==> config.mk <==
export PLATFORM = sky130hd
export DESIGN_NAME = ysyx_040729_csr_unit
export DESIGN_NICKNAME = d
export VERILOG_FILES = /design/src/rtl/ysyx_040729_csr_unit.sv
export SDC_FILE = /design/constraint.sdc
export NUM_CORES = 1
export LEC_CHECK = 0
export CAP_MARGIN = 20
export CORE_MARGIN = 2
export CORE_UTILIZATION = 45
export DETAILED_ROUTE_END_ITERATION = 8
export MAX_ROUTING_LAYER = met4
export PLACE_DENSITY = 0.79
export SETUP_SLACK_MARGIN = 0.2
export SLEW_MARGIN = 20
export SYNTH_ARGS = -nofsm -noshare
export SYNTH_HDL_FRONTEND = slang
export SYNTH_SLANG_ARGS = --single-unit
==> constraint.sdc <==
create_clock -name clock -period 9.45 [get_ports clock]
set_clock_uncertainty 0.1 [all_clocks]
set_input_delay 1.4175 -clock clock [delete_from_list [all_inputs] [get_ports clock]]
set_output_delay 1.4175 -clock clock [all_outputs]
set_load 0.005 [all_outputs]
==> src/rtl/ysyx_040729_csr_unit.sv <==
// Machine-mode CSR file: mstatus/mie/mip/mtvec/mscratch/mepc/mcause,
// 64-bit mcycle/minstret counters, mhartid, plus trap/interrupt bookkeeping.
`timescale 1ns/1ps
module ysyx_040729_csr_unit #(
    parameter int                    DATA_WIDTH  = 64,
    parameter int                    VECTORED_EN = 1,
    parameter logic [DATA_WIDTH-1:0] MTVEC_RESET = '0,
    parameter logic [DATA_WIDTH-1:0] HART_ID     = '0
) (
    input  logic                  clock,
    input  logic                  reset,
    input  logic [11:0]           csr_addr,
    input  logic [2:0]            csr_wfunc,
    input  logic [4:0]            csr_uimm,
    input  logic [DATA_WIDTH-1:0] csr_wsrc,
    output logic [DATA_WIDTH-1:0] csr_rdata,
    output logic                  csr_illegal,
    input  logic                  exception,
    input  logic [3:0]            exc_code,
    input  logic [DATA_WIDTH-1:0] exc_pc,
    input  logic                  irq_ack,
    input  logic                  mret,
    input  logic                  instret,
    input  logic                  eirp_i,
    input  logic                  tirp_i,
    input  logic                  sirp_i,
    output logic                  irq_pending,
    output logic [DATA_WIDTH-1:0] irq_cause,
    output logic [DATA_WIDTH-1:0] trap_pc,
    output logic [DATA_WIDTH-1:0] mepc_o
);
    localparam int DW    = DATA_WIDTH;
    localparam bit HI_EN = (DW == 32);
    localparam bit VEC   = (VECTORED_EN != 0);

    // MPP reads as machine mode; on RV64 UXL/SXL-style bits [35:32] read 1010.
    localparam logic [63:0]   MSTATUS_FIXED64 = HI_EN ? 64'h0000_0000_0000_1800
                                                      : 64'h0000_000A_0000_1800;
    localparam logic [DW-1:0] MSTATUS_FIXED   = MSTATUS_FIXED64[DW-1:0];

    localparam logic [11:0] ADDR_MSTATUS   = 12'h300;
    localparam logic [11:0] ADDR_MIE       = 12'h304;
    localparam logic [11:0] ADDR_MTVEC     = 12'h305;
    localparam logic [11:0] ADDR_MSCRATCH  = 12'h340;
    localparam logic [11:0] ADDR_MEPC      = 12'h341;
    localparam logic [11:0] ADDR_MCAUSE    = 12'h342;
    localparam logic [11:0] ADDR_MIP       = 12'h344;
    localparam logic [11:0] ADDR_MCYCLE    = 12'hB00;
    localparam logic [11:0] ADDR_MINSTRET  = 12'hB02;
    localparam logic [11:0] ADDR_MCYCLEH   = 12'hB80;
    localparam logic [11:0] ADDR_MINSTRETH = 12'hB82;
    localparam logic [11:0] ADDR_MHARTID   = 12'hF14;

    // Interrupt bit vectors are packed as [0]=software, [1]=timer, [2]=external,
    // which map to architectural bit positions 3, 7 and 11.
    logic          mst_mie_reg;
    logic          mst_mpie_reg;
    logic [2:0]    mie_reg;
    logic [2:0]    mip_reg;
    logic [DW-3:0] mtvec_base_reg;
    logic          mtvec_mode_reg;
    logic [DW-1:0] mscratch_reg;
    logic [DW-1:0] mepc_reg;
    logic [DW-1:0] mcause_reg;
    logic [63:0]   mcycle_reg;
    logic [63:0]   minstret_reg;
    logic [63:0]   mcycle_next;
    logic [63:0]   minstret_next;

    logic [DW-1:0] mstatus_val;
    logic [DW-1:0] mie_val;
    logic [DW-1:0] mip_val;
    logic [DW-1:0] mtvec_val;
    logic [63:0]   mcycle_hi64;
    logic [63:0]   minstret_hi64;

    logic [DW-1:0] rdata_raw;
    logic          csr_hit;
    logic [DW-1:0] src;
    logic [DW-1:0] wdata;
    logic          wr_req;
    logic          wen;

    logic [2:0]    irq_hits;
    logic [3:0]    irq_code;
    logic [DW-1:0] tvec_base;
    logic          trap_take;
    logic [DW-1:0] trap_cause;

    // Architectural views of the compact state.
    always_comb begin
        mstatus_val    = MSTATUS_FIXED;
        mstatus_val[3] = mst_mie_reg;
        mstatus_val[7] = mst_mpie_reg;
        mie_val        = '0;
        mip_val        = '0;
        for (int i = 0; i < 3; i++) begin
            mie_val[3 + 4 * i] = mie_reg[i];
            mip_val[3 + 4 * i] = mip_reg[i];
        end
    end

    assign mtvec_val     = {mtvec_base_reg, 1'b0, mtvec_mode_reg};
    assign mcycle_hi64   = {32'd0, mcycle_reg[63:32]};
    assign minstret_hi64 = {32'd0, minstret_reg[63:32]};
    assign mepc_o        = mepc_reg;

    // Address decode and read mux (pre-write value).
    always_comb begin
        csr_hit   = 1'b1;
        rdata_raw = '0;
        case (csr_addr)
            ADDR_MSTATUS:  rdata_raw = mstatus_val;
            ADDR_MIE:      rdata_raw = mie_val;
            ADDR_MTVEC:    rdata_raw = mtvec_val;
            ADDR_MSCRATCH: rdata_raw = mscratch_reg;
            ADDR_MEPC:     rdata_raw = mepc_reg;
            ADDR_MCAUSE:   rdata_raw = mcause_reg;
            ADDR_MIP:      rdata_raw = mip_val;
            ADDR_MCYCLE:   rdata_raw = mcycle_reg[DW-1:0];
            ADDR_MINSTRET: rdata_raw = minstret_reg[DW-1:0];
            ADDR_MHARTID:  rdata_raw = HART_ID;
            ADDR_MCYCLEH: begin
                if (HI_EN) rdata_raw = mcycle_hi64[DW-1:0];
                else       csr_hit   = 1'b0;
            end
            ADDR_MINSTRETH: begin
                if (HI_EN) rdata_raw = minstret_hi64[DW-1:0];
                else       csr_hit   = 1'b0;
            end
            default:       csr_hit   = 1'b0;
        endcase
    end

    // Read-modify-write data for csrrw/csrrs/csrrc and their immediate forms.
    assign src = csr_wfunc[2] ? DW'(csr_uimm) : csr_wsrc;

    always_comb begin
        case (csr_wfunc[1:0])
            2'b01:   wdata = src;
            2'b10:   wdata = src | rdata_raw;
            2'b11:   wdata = ~src & rdata_raw;
            default: wdata = rdata_raw;
        endcase
    end

    assign wr_req      = (csr_wfunc[1:0] != 2'b00);
    assign csr_illegal = wr_req && (!csr_hit || (csr_addr[11:10] == 2'b11));
    assign csr_rdata   = csr_illegal ? '0 : rdata_raw;
    assign wen         = wr_req && !csr_illegal;

    // Interrupt arbitration: external beats software beats timer.
    assign irq_hits    = mip_reg & mie_reg;
    assign irq_pending = mst_mie_reg && (|irq_hits);

    always_comb begin
        irq_code = 4'd0;
        if (irq_hits[2])      irq_code = 4'd11;
        else if (irq_hits[0]) irq_code = 4'd3;
        else if (irq_hits[1]) irq_code = 4'd7;
    end

    assign irq_cause = irq_pending ? {1'b1, {(DW-5){1'b0}}, irq_code} : '0;
    assign tvec_base = {mtvec_base_reg, 2'b00};
    assign trap_pc   = (!exception && irq_pending && mtvec_mode_reg)
                     ? tvec_base + DW'({irq_code, 2'b00}) : tvec_base;

    // A synchronous exception takes precedence over an interrupt acknowledge.
    assign trap_take  = exception || irq_ack;
    assign trap_cause = exception ? DW'(exc_code) : irq_cause;

    // Status/enable/vector/scratch/epc/cause: software write first, hardware overrides.
    always_ff @(posedge clock or negedge reset) begin
        if (!reset) begin
            mst_mie_reg    <= 1'b0;
            mst_mpie_reg   <= 1'b0;
            mie_reg        <= 3'b000;
            mtvec_base_reg <= MTVEC_RESET[DW-1:2];
            mtvec_mode_reg <= VEC ? MTVEC_RESET[0] : 1'b0;
            mscratch_reg   <= '0;
            mepc_reg       <= '0;
            mcause_reg     <= '0;
        end else begin
            if (wen && csr_addr == ADDR_MSTATUS) begin
                mst_mie_reg  <= wdata[3];
                mst_mpie_reg <= wdata[7];
            end
            if (wen && csr_addr == ADDR_MIE)
                mie_reg <= {wdata[11], wdata[7], wdata[3]};
            if (wen && csr_addr == ADDR_MTVEC) begin
                mtvec_base_reg <= wdata[DW-1:2];
                mtvec_mode_reg <= VEC ? wdata[0] : 1'b0;
            end
            if (wen && csr_addr == ADDR_MSCRATCH)
                mscratch_reg <= wdata;
            if (wen && csr_addr == ADDR_MEPC)
                mepc_reg <= wdata & ~DW'(3);
            if (wen && csr_addr == ADDR_MCAUSE)
                mcause_reg <= wdata;

            if (trap_take) begin
                mepc_reg     <= exc_pc & ~DW'(3);
                mcause_reg   <= trap_cause;
                mst_mpie_reg <= mst_mie_reg;
                mst_mie_reg  <= 1'b0;
            end else if (mret) begin
                mst_mie_reg  <= mst_mpie_reg;
                mst_mpie_reg <= 1'b1;
            end
        end
    end

    // Pending bits are plain registered copies of the interrupt lines.
    always_ff @(posedge clock or negedge reset) begin
        if (!reset) mip_reg <= 3'b000;
        else        mip_reg <= {eirp_i, tirp_i, sirp_i};
    end

    // Counter next-state: a write to either half loads it and skips the increment.
    always_comb begin
        mcycle_next = mcycle_reg + 64'd1;
        if (wen && (csr_addr == ADDR_MCYCLE || (HI_EN && csr_addr == ADDR_MCYCLEH))) begin
            mcycle_next = mcycle_reg;
            if (csr_addr == ADDR_MCYCLE) mcycle_next[DW-1:0] = wdata;
            else                         mcycle_next[63:32]  = wdata[31:0];
        end
        minstret_next = instret ? minstret_reg + 64'd1 : minstret_reg;
        if (wen && (csr_addr == ADDR_MINSTRET || (HI_EN && csr_addr == ADDR_MINSTRETH))) begin
            minstret_next = minstret_reg;
            if (csr_addr == ADDR_MINSTRET) minstret_next[DW-1:0] = wdata;
            else                           minstret_next[63:32]  = wdata[31:0];
        end
    end

    // Counter registers.
    always_ff @(posedge clock or negedge reset) begin
        if (!reset) begin
            mcycle_reg   <= '0;
            minstret_reg <= '0;
        end else begin
            mcycle_reg   <= mcycle_next;
            minstret_reg <= minstret_next;
        end
    end
endmodule

# Word level (Yosys, flattened, before mapping)
# Index checks and enable logic that the tools add are counted.
dict set report classes {
  n_reduce_logical 26
  n_bitwise 4
  muxes 28
  n_eq_ne 16
  n_addsub 3
}
# cell n
set ops {}
lappend ops {{64-bit two-way mux} 12}
lappend ops {{64-bit case mux with 9 select lines} 1}
lappend ops {{64-bit case mux with 3 select lines} 1}
lappend ops {{64-bit by 1-bit adder with 64-bit output (second input constant)} 2}
lappend ops {{32-bit two-way mux} 4}
lappend ops {{12-bit by 10-bit == test with 1-bit output (second input constant)} 7}
lappend ops {{64-bit by 6-bit adder with 64-bit output} 1}
lappend ops {{64-bit bitwise AND} 1}
lappend ops {{64-bit NOT} 1}
lappend ops {{64-bit bitwise OR} 1}
lappend ops {{12-bit == test (second input constant)} 3}
lappend ops {{1-bit logical AND} 13}
lappend ops {{10-bit OR reduction} 1}
lappend ops {{2-bit nonzero test} 4}
lappend ops {{1-bit two-way mux} 7}
lappend ops {{2-bit == test (second input constant)} 3}
lappend ops {{3-bit two-way mux} 2}
lappend ops {{4-bit two-way mux} 1}
lappend ops {{2-bit inequality test (second input constant)} 2}
lappend ops {{3-bit bitwise AND} 1}
lappend ops {{1-bit logical NOT} 3}
lappend ops {{3-bit nonzero test} 1}
lappend ops {{3-bit OR reduction} 1}
lappend ops {{2-bit by 1-bit == test with 1-bit output (second input constant)} 1}
lappend ops {{2 further kinds} 3}
dict set report word_totals {
  elab_cells 90
  out_inout_bits 258
  register_bits 391
}

# Logic depth before layout (Yosys ltp)
# Gate-level depths: netlist of run 1.
dict set report logic_depth {
  ltp_word 12
  ltp_mapped 11
  depth_no_buf 11
}

# Least setup slack after synthesis of run 1
# OpenSTA, ideal clock, no wires.
dict set report synth_path {
  kind {input to output}
  from {input exception}
  to {output trap_pc[52]}
  t_arrival_ns 3.411
  n_path_buf 1
  required_time_ns 7.933
  path_stages 7
  path_slack_ns 4.522
  cell_sequence {clkbuf_1 nand4b_1 or4b_2 a211oi_2 nand4b_1 nor3_1 xor2_1}
}
dict set report synth_via {
  elab_chain_len 4
}
# item line
set synth_lines {}
lappend synth_lines {{start, declared} 18} ;# input logic exception,
lappend synth_lines {{1-bit logical NOT} 165} ;# assign trap_pc = (!exception && irq_pending && mtvec_mode_reg)
lappend synth_lines {{1-bit logical AND (2 in series)} 165}
lappend synth_lines {{64-bit two-way mux} 166} ;# ? tvec_base + DW'({irq_code, 2'b00}) : tvec_base;
lappend synth_lines {{end, declared} 29} ;# output logic [DATA_WIDTH-1:0] trap_pc,
# No other way between the ends.

# Worst setup path after layout of run 1
dict set report layout_path {
  from {input exception}
  to {output trap_pc[60]}
}
# The elaborated chain is that of the path after synthesis.

==> metrics.md, run 1 <==
| Metric | Value |
|---|---|
| Vias in the first global route | 22.29k |
| First-pass GRT wire length | 136.8 mm |
| Clk buf depth | 3 |
| VDD IR max | 0.0001105 V |
| Reg2Reg Depth | 7 |
| Vias | 22.76k |
| Pleak | 12.48 nW |
| CP Capture Type | output pin |
| WS Path Type | in -> out |
| Avg Cell Area, Syn | 8.888 sq um |
| CP Capture Point | trap_pc[60] |
| R2r startpoint | mcycle_reg[11] |
| Post-synth top area share | 41.61% |
| Die Area | 53830 sq um |
| Placed Cells incl. Taps | 3533 |
| Overall routing resource usage | 34.57% |
| Worst setup SP type | input port |
| Worst path required time | 7.93 ns |
| Hold Crit Class | reg -> reg |
| Routed wire length | 91.89 mm |
| Initial Utilization | 45.51% |
| CP most frequent cell | clkdlybuf4s50_1 |
| H-tree depth | 2 |
| Slew HR | 22.14% |
| Fmax | 141.7 MHz |
| Setup violators final | 0 |
| Yosys cell types | 72 |
| Synth cell count leaders | 403 x nand2_1, 389 x dfrtp_1, 279 x o21ai_0 |
| Worst path slowest cell | nor4b_2 |
| Minimum clock period | 7.056 ns |
| Core region area | 51410 sq um |
| Worst Setup SP | exception |
| Yosys warnings | 0 |
| Unrepaired setup endpoints after global routing | false |
| Post-Syn Area | 23390 sq um |
| Count of flip-flops with a built-in enable after synthesis | 0 |
| CTS-repair resized insts | 0 |
| Sequential fraction of the synthesis area | 41.61% |
| Flops & latches, synth | 389 |
| Die height | 232.0 microns |
| Pre-Repair DR Iteration Count | 9 |
| Cell taking the most area after synthesis | dfrtp_1 |
| CTS sink cnt | 389 |
| Post-synth ARST share | 100.0% |
| Synth-to-layout area growth | 22.83% |
| Sum of negative setup slack | 0 ns |
| Crit path cell chain | clkdlybuf4s50_1 > nand4b_1 > nor4b_2 > o211ai_1 > nor3_2 > nand3_1 > xnor2_1 > clkdlybuf4s50_1 |
| Critical Path AT | 5.54 ns |
| Largest cells by area after synthesis | dfrtp_1 42%, nand2_1 6.5%, mux2i_1 6.0%, o21ai_0 6.0%, xor2_1 4.7% |
| Die Wd | 232.0 microns |
| Cts bufs inserted | 45 |
| Status | complete, no violations |
| Most common cell in the netlist | nand2_1 |
| Clk_lat worst skew | 0.59 ns |
| Final-stage net count | 3068 |
| Reg-to-reg critical path endpoint | mcycle_reg[44] |
| Share of cells above drive strength 1 | 6.897% |
| Root Driver | clkbuf_16 |
| CP Max Fanout | 10 |
| Worst Max-Slew Pin Slew | 1.162 ns |
| Ys flop type | dfrtp_1 |
| TritonCTS clock tree | done |
| Final period util | 74.67% |
| Area of the multi-input gates | 12700 sq um |
| Grt ovf | 0 |
| Worst min-delay path startpoint | mscratch_reg[15] |
| Pwr dens | 136.8 nW/um^2 |
| Largest net degree at the start of global routing | 152 |
| Dpl hpwl | 63.30 mm |
| Initial drt markers | 2833 |
| Vias per cell | 6.295 |
| Final hold violation count | 0 |
| Routed Antenna Nets | 0 |
| Layout Cells excl Fill | 3616 |
| Setup bufs post-CTS | 0 |
| DRC Markers | 0 |
| Sequential Area | 9734 sq um |
| Top-level I/O count | 419 |
| IO buf count | 353 |
| Number of fill cells | 4531 |
| DR WL/cell | 25.41 microns |
| Rows | 83 |
| Clk slew on worst S/H paths | 0.05 ns |
| Initial antenna violation count | 7 |
| Final GP Congestion | 0.9990 |
| Crit-path max cell delay | 0.81 ns |
| Synth Instances | 2632 |
| Final Max Tran Viols | 0 |
| Flop-to-flop setup slack | 6.28 ns |
| MaxCap Viol Count | 0 |
| Cts hold-fix bufs | 0 |
final cells by class:
class	instances	area share (%)
Multi-Input combinational cell	2030	44.18
Sequential cell	389	33.88
Timing Repair Buffer	399	13.50
Clock buffer	61	4.406
Tap cell	680	2.961
Clock inverter	15	0.5573
Inverter	35	0.4572
Antenna cell	7	0.06096
layout by cell type (no fill, tap or decap), types with 63 or more instances in the layout:
cell type,instances
and3_1,91
xnor2_1,112
nor2_1,94
o21ai_0,279
conb_1,63
xor2_1,125
mux2i_1,140
nand2_1,399
clkdlybuf4s50_1,348
a21oi_1,68
nand3_1,104
dfrtp_1,389
per-stage QoR:
step | utilization [%] | worst slack (ns) | hold slack, ns | power, mW | area, sq um
finish | 55.90 | 2.394 | 0.3744 | 3.932 | 28740
detailed placement | 53.09 | 2.576 | 0.3653 | 2.202 | 27290
CTS | 55.86 | 2.535 | 0.3785 | 3.929 | 28720
global placement | 53.08 | 2.554 | 0.3555 | 2.194 | 27280
floorplan | - | 4.522 | 0.3444 | 1.977 | 23630
global route | 55.90 | 2.221 | 0.3975 | 4.044 | 28740
worst max-delay path, delay by kind of cell:
family                 cells  cell delay (ns)
buffers and inverters      2             1.18
AND/OR/NAND/NOR            4             2.00
XOR/XNOR                   1             0.26
AO/OA/AOI/OAI              1             0.65
metal layers:
layer  vias to the layer above  GRT usage [%]  wire length [microns]
met5                         -              -                      0
met4                         0          13.36                   3623
met3                       249          8.264                  10290
met2                      1418          52.87                  41810
met1                     11240          44.35                  36170
li1                       9856              -                      -
worst min-delay path by stage:
| stage | end | slack, ns | cells past startpoint |
|---|---|---|---|
| after floorplan | mcause_reg[12] | 0.34 | 2 |
| after global placement | mcause_reg[48] | 0.36 | 2 |
| after detailed placement | mcause_reg[20] | 0.37 | 2 |
| after CTS | mscratch_reg[15] | 0.38 | 2 |
| after global routing | mscratch_reg[14] | 0.40 | 2 |
| final | mscratch_reg[15] | 0.37 | 2 |
kinds of logic after synthesis:
family | synth area share [%]
multiplexers | 7.242
flip-flops | 41.61
XOR/XNOR | 8.873
AO/OA/AOI/OAI | 15.58
adder cells (fa/ha/maj) | 0.4493
buffers and inverters | 5.632
AND/OR/NAND/NOR | 20.60
other | 0.01603
power by group:
group | total, mW | internal, mW | switching, mW
sequential | 1.76 | 1.71 | 0.0511
combinational | 0.424 | 0.185 | 0.239
clock | 1.75 | 1.02 | 0.736
(Power assumes the default switching activity.)
==> inputs of run 2 (changes only) <==
==> constraint.sdc (replaced) <==
create_clock -name clock -period 6.95 [get_ports clock]
set_clock_uncertainty 0.1 [all_clocks]
set_input_delay 1.0425 -clock clock [delete_from_list [all_inputs] [get_ports clock]]
set_output_delay 1.0425 -clock clock [all_outputs]
set_load 0.005 [all_outputs]
==> run 2 against run 1 <==
  * Register-to-register slack worse by 2.5 ns
  * Final cell count increased by 0.30%
  * Highest routed layer unchanged
  * Combinational power grew 37%
  * Worst setup slack got worse by 1.8 ns
  * Clock-buffer cell count unchanged
  * Largest power group unchanged
  * Global-route usage is 0.41 points higher
  * Non-clock buffer count rose by 11
  * Largest cell class unchanged
==> metrics.md, run 2 (synthesis results as in run 1) <==
| Metric | Value |
|---|---|
| Worst path required time | 5.81 ns |
| Setup bufs post-CTS | 0 |
| CP Max Fanout | 9 |
| CTS sink cnt | 389 |
| Root Driver | clkbuf_16 |
| First-pass GRT wire length | 139.1 mm |
| Final core occ | 56.00% |
| CTS-repair resized insts | 0 |
| Synth-to-layout area growth | 23.06% |
| Vias per cell | 6.296 |
| Status | complete, no violations |
| Overall routing resource usage | 34.98% |
| Final Max Tran Viols | 0 |
| Unrepaired setup endpoints after global routing | false |
| Clk buf depth | 3 |
| Critical Path AT | 5.26 ns |
| Hold Crit Class | in -> async |
| IO buf count | 353 |
| Sequential Area | 9734 sq um |
| Final hold violation count | 0 |
| Most frequent cells in the layout | 399 x nand2_1, 389 x dfrtp_1, 348 x clkdlybuf4s50_1 |
| Placed Cells incl. Taps | 3543 |
| Initial Utilization | 45.51% |
| TritonCTS clock tree | done |
| Dpl hpwl | 64.88 mm |
| WS Path Type | reg -> out |
| Die height | 232.0 microns |
| Cts hold-fix bufs | 0 |
| Routed wire length | 92.77 mm |
| Die Wd | 232.0 microns |
| Final-stage net count | 3077 |
| Final Power | 5.236 mW |
| Initial drt markers | 3022 |
| Grt ovf | 0 |
| H-tree depth | 2 |
| Fmax | 156.2 MHz |
| Fin area | 28790 sq um |
| Layout Cells excl Fill | 3627 |
| Core region area | 51410 sq um |
| Pre-Repair DR Iteration Count | 8 |
| MaxCap Viol Count | 0 |
| Rows | 83 |
| Share of cells above drive strength 1 | 7.179% |
| Final GP Congestion | 1.003 |
| Area of the multi-input gates | 12690 sq um |
| Vias | 22.83k |
| Routed Antenna Nets | 0 |
| Die Area | 53830 sq um |
| VDD IR max | 0.0001629 V |
| DP Worst Slack | 1.059 ns |
| DR WL/cell | 25.58 microns |
| Worst setup SP type | flip-flop |
| Final period util | 92.10% |
| Clk_lat worst skew | 0.59 ns |
| Worst Max-Slew Pin Slew | 1.100 ns |
| Minimum clock period | 6.401 ns |
| Pwr dens | 181.9 nW/um^2 |
| Slew HR | 26.51% |
| Placed inst area | 27370 sq um |
| Final hold slack | 0.2158 ns |
| Top-level I/O count | 419 |
| Pleak | 12.52 nW |
| Final worst slack | 0.5487 ns |
| Vias in the first global route | 22.64k |
| Setup violators final | 0 |
| CP Capture Type | output pin |
| Cts bufs inserted | 43 |
| Number of fill cells | 4519 |
| Largest net degree at the start of global routing | 148 |
| DRC Markers | 0 |
| Initial antenna violation count | 10 |
| Clk slew on worst S/H paths | 0.06 ns |
| Most common cell after layout, fill and taps aside | nand2_1 |
| Sum of negative setup slack | 0 ns |
[run 2: worst max-delay path, stage by stage (launching register included)]
cell	delay (ns)
dfrtp_1	0.41
a222oi_1	0.75
inv_1	0.16
ha_1	0.32
a21o_1	0.11
a21oi_1	0.09
o21ai_1	0.69
nand3_1	0.72
nor3_1	0.41
xor2_1	0.44
clkdlybuf4s50_1	0.59
[run 2: path summary, 6_finish.rpt]
path	slack, ns	from	depth (start not counted)	endpoint
min	0.22	reset	1	mepc_o[46]
max	0.55	mie_reg[1]	10	trap_pc[35]
min reg2reg	0.38	mcause_reg[61]	2	mcause_reg[61]
max reg2reg	3.82	mcycle_reg[20]	6	mcycle_reg[44]
min in group clock	0.38	mcause_reg[61]	2	mcause_reg[61]
max in group asynchronous	5.04	reset	3	mepc_o[10]
[run 2: area by class of cell]
type	instances	share of cell area (%)
Clock buffer	61	4.390
Timing Repair Buffer	410	13.86
Sequential cell	389	33.81
Clock inverter	14	0.3738
Tap cell	680	2.955
Multi-Input combinational cell	2030	44.08
Inverter	35	0.4563
Antenna cell	8	0.06954
[run 2: report_power, final]
group	internal (mW)	switching, mW	total [mW]
registers	2.32	0.0709	2.39
clock network	1.30	0.966	2.27
logic	0.254	0.326	0.580
total	3.87	1.36	5.24
[run 2: metal layers]
| layer | GRT usage [%] | wire (microns) |
|---|---|---|
| met3 | 7.527 | 10610 |
| met4 | 14.68 | 4228 |
| met2 | 53.10 | 41980 |
| met1 | 45.30 | 35960 |
| met5 | - | 0 |
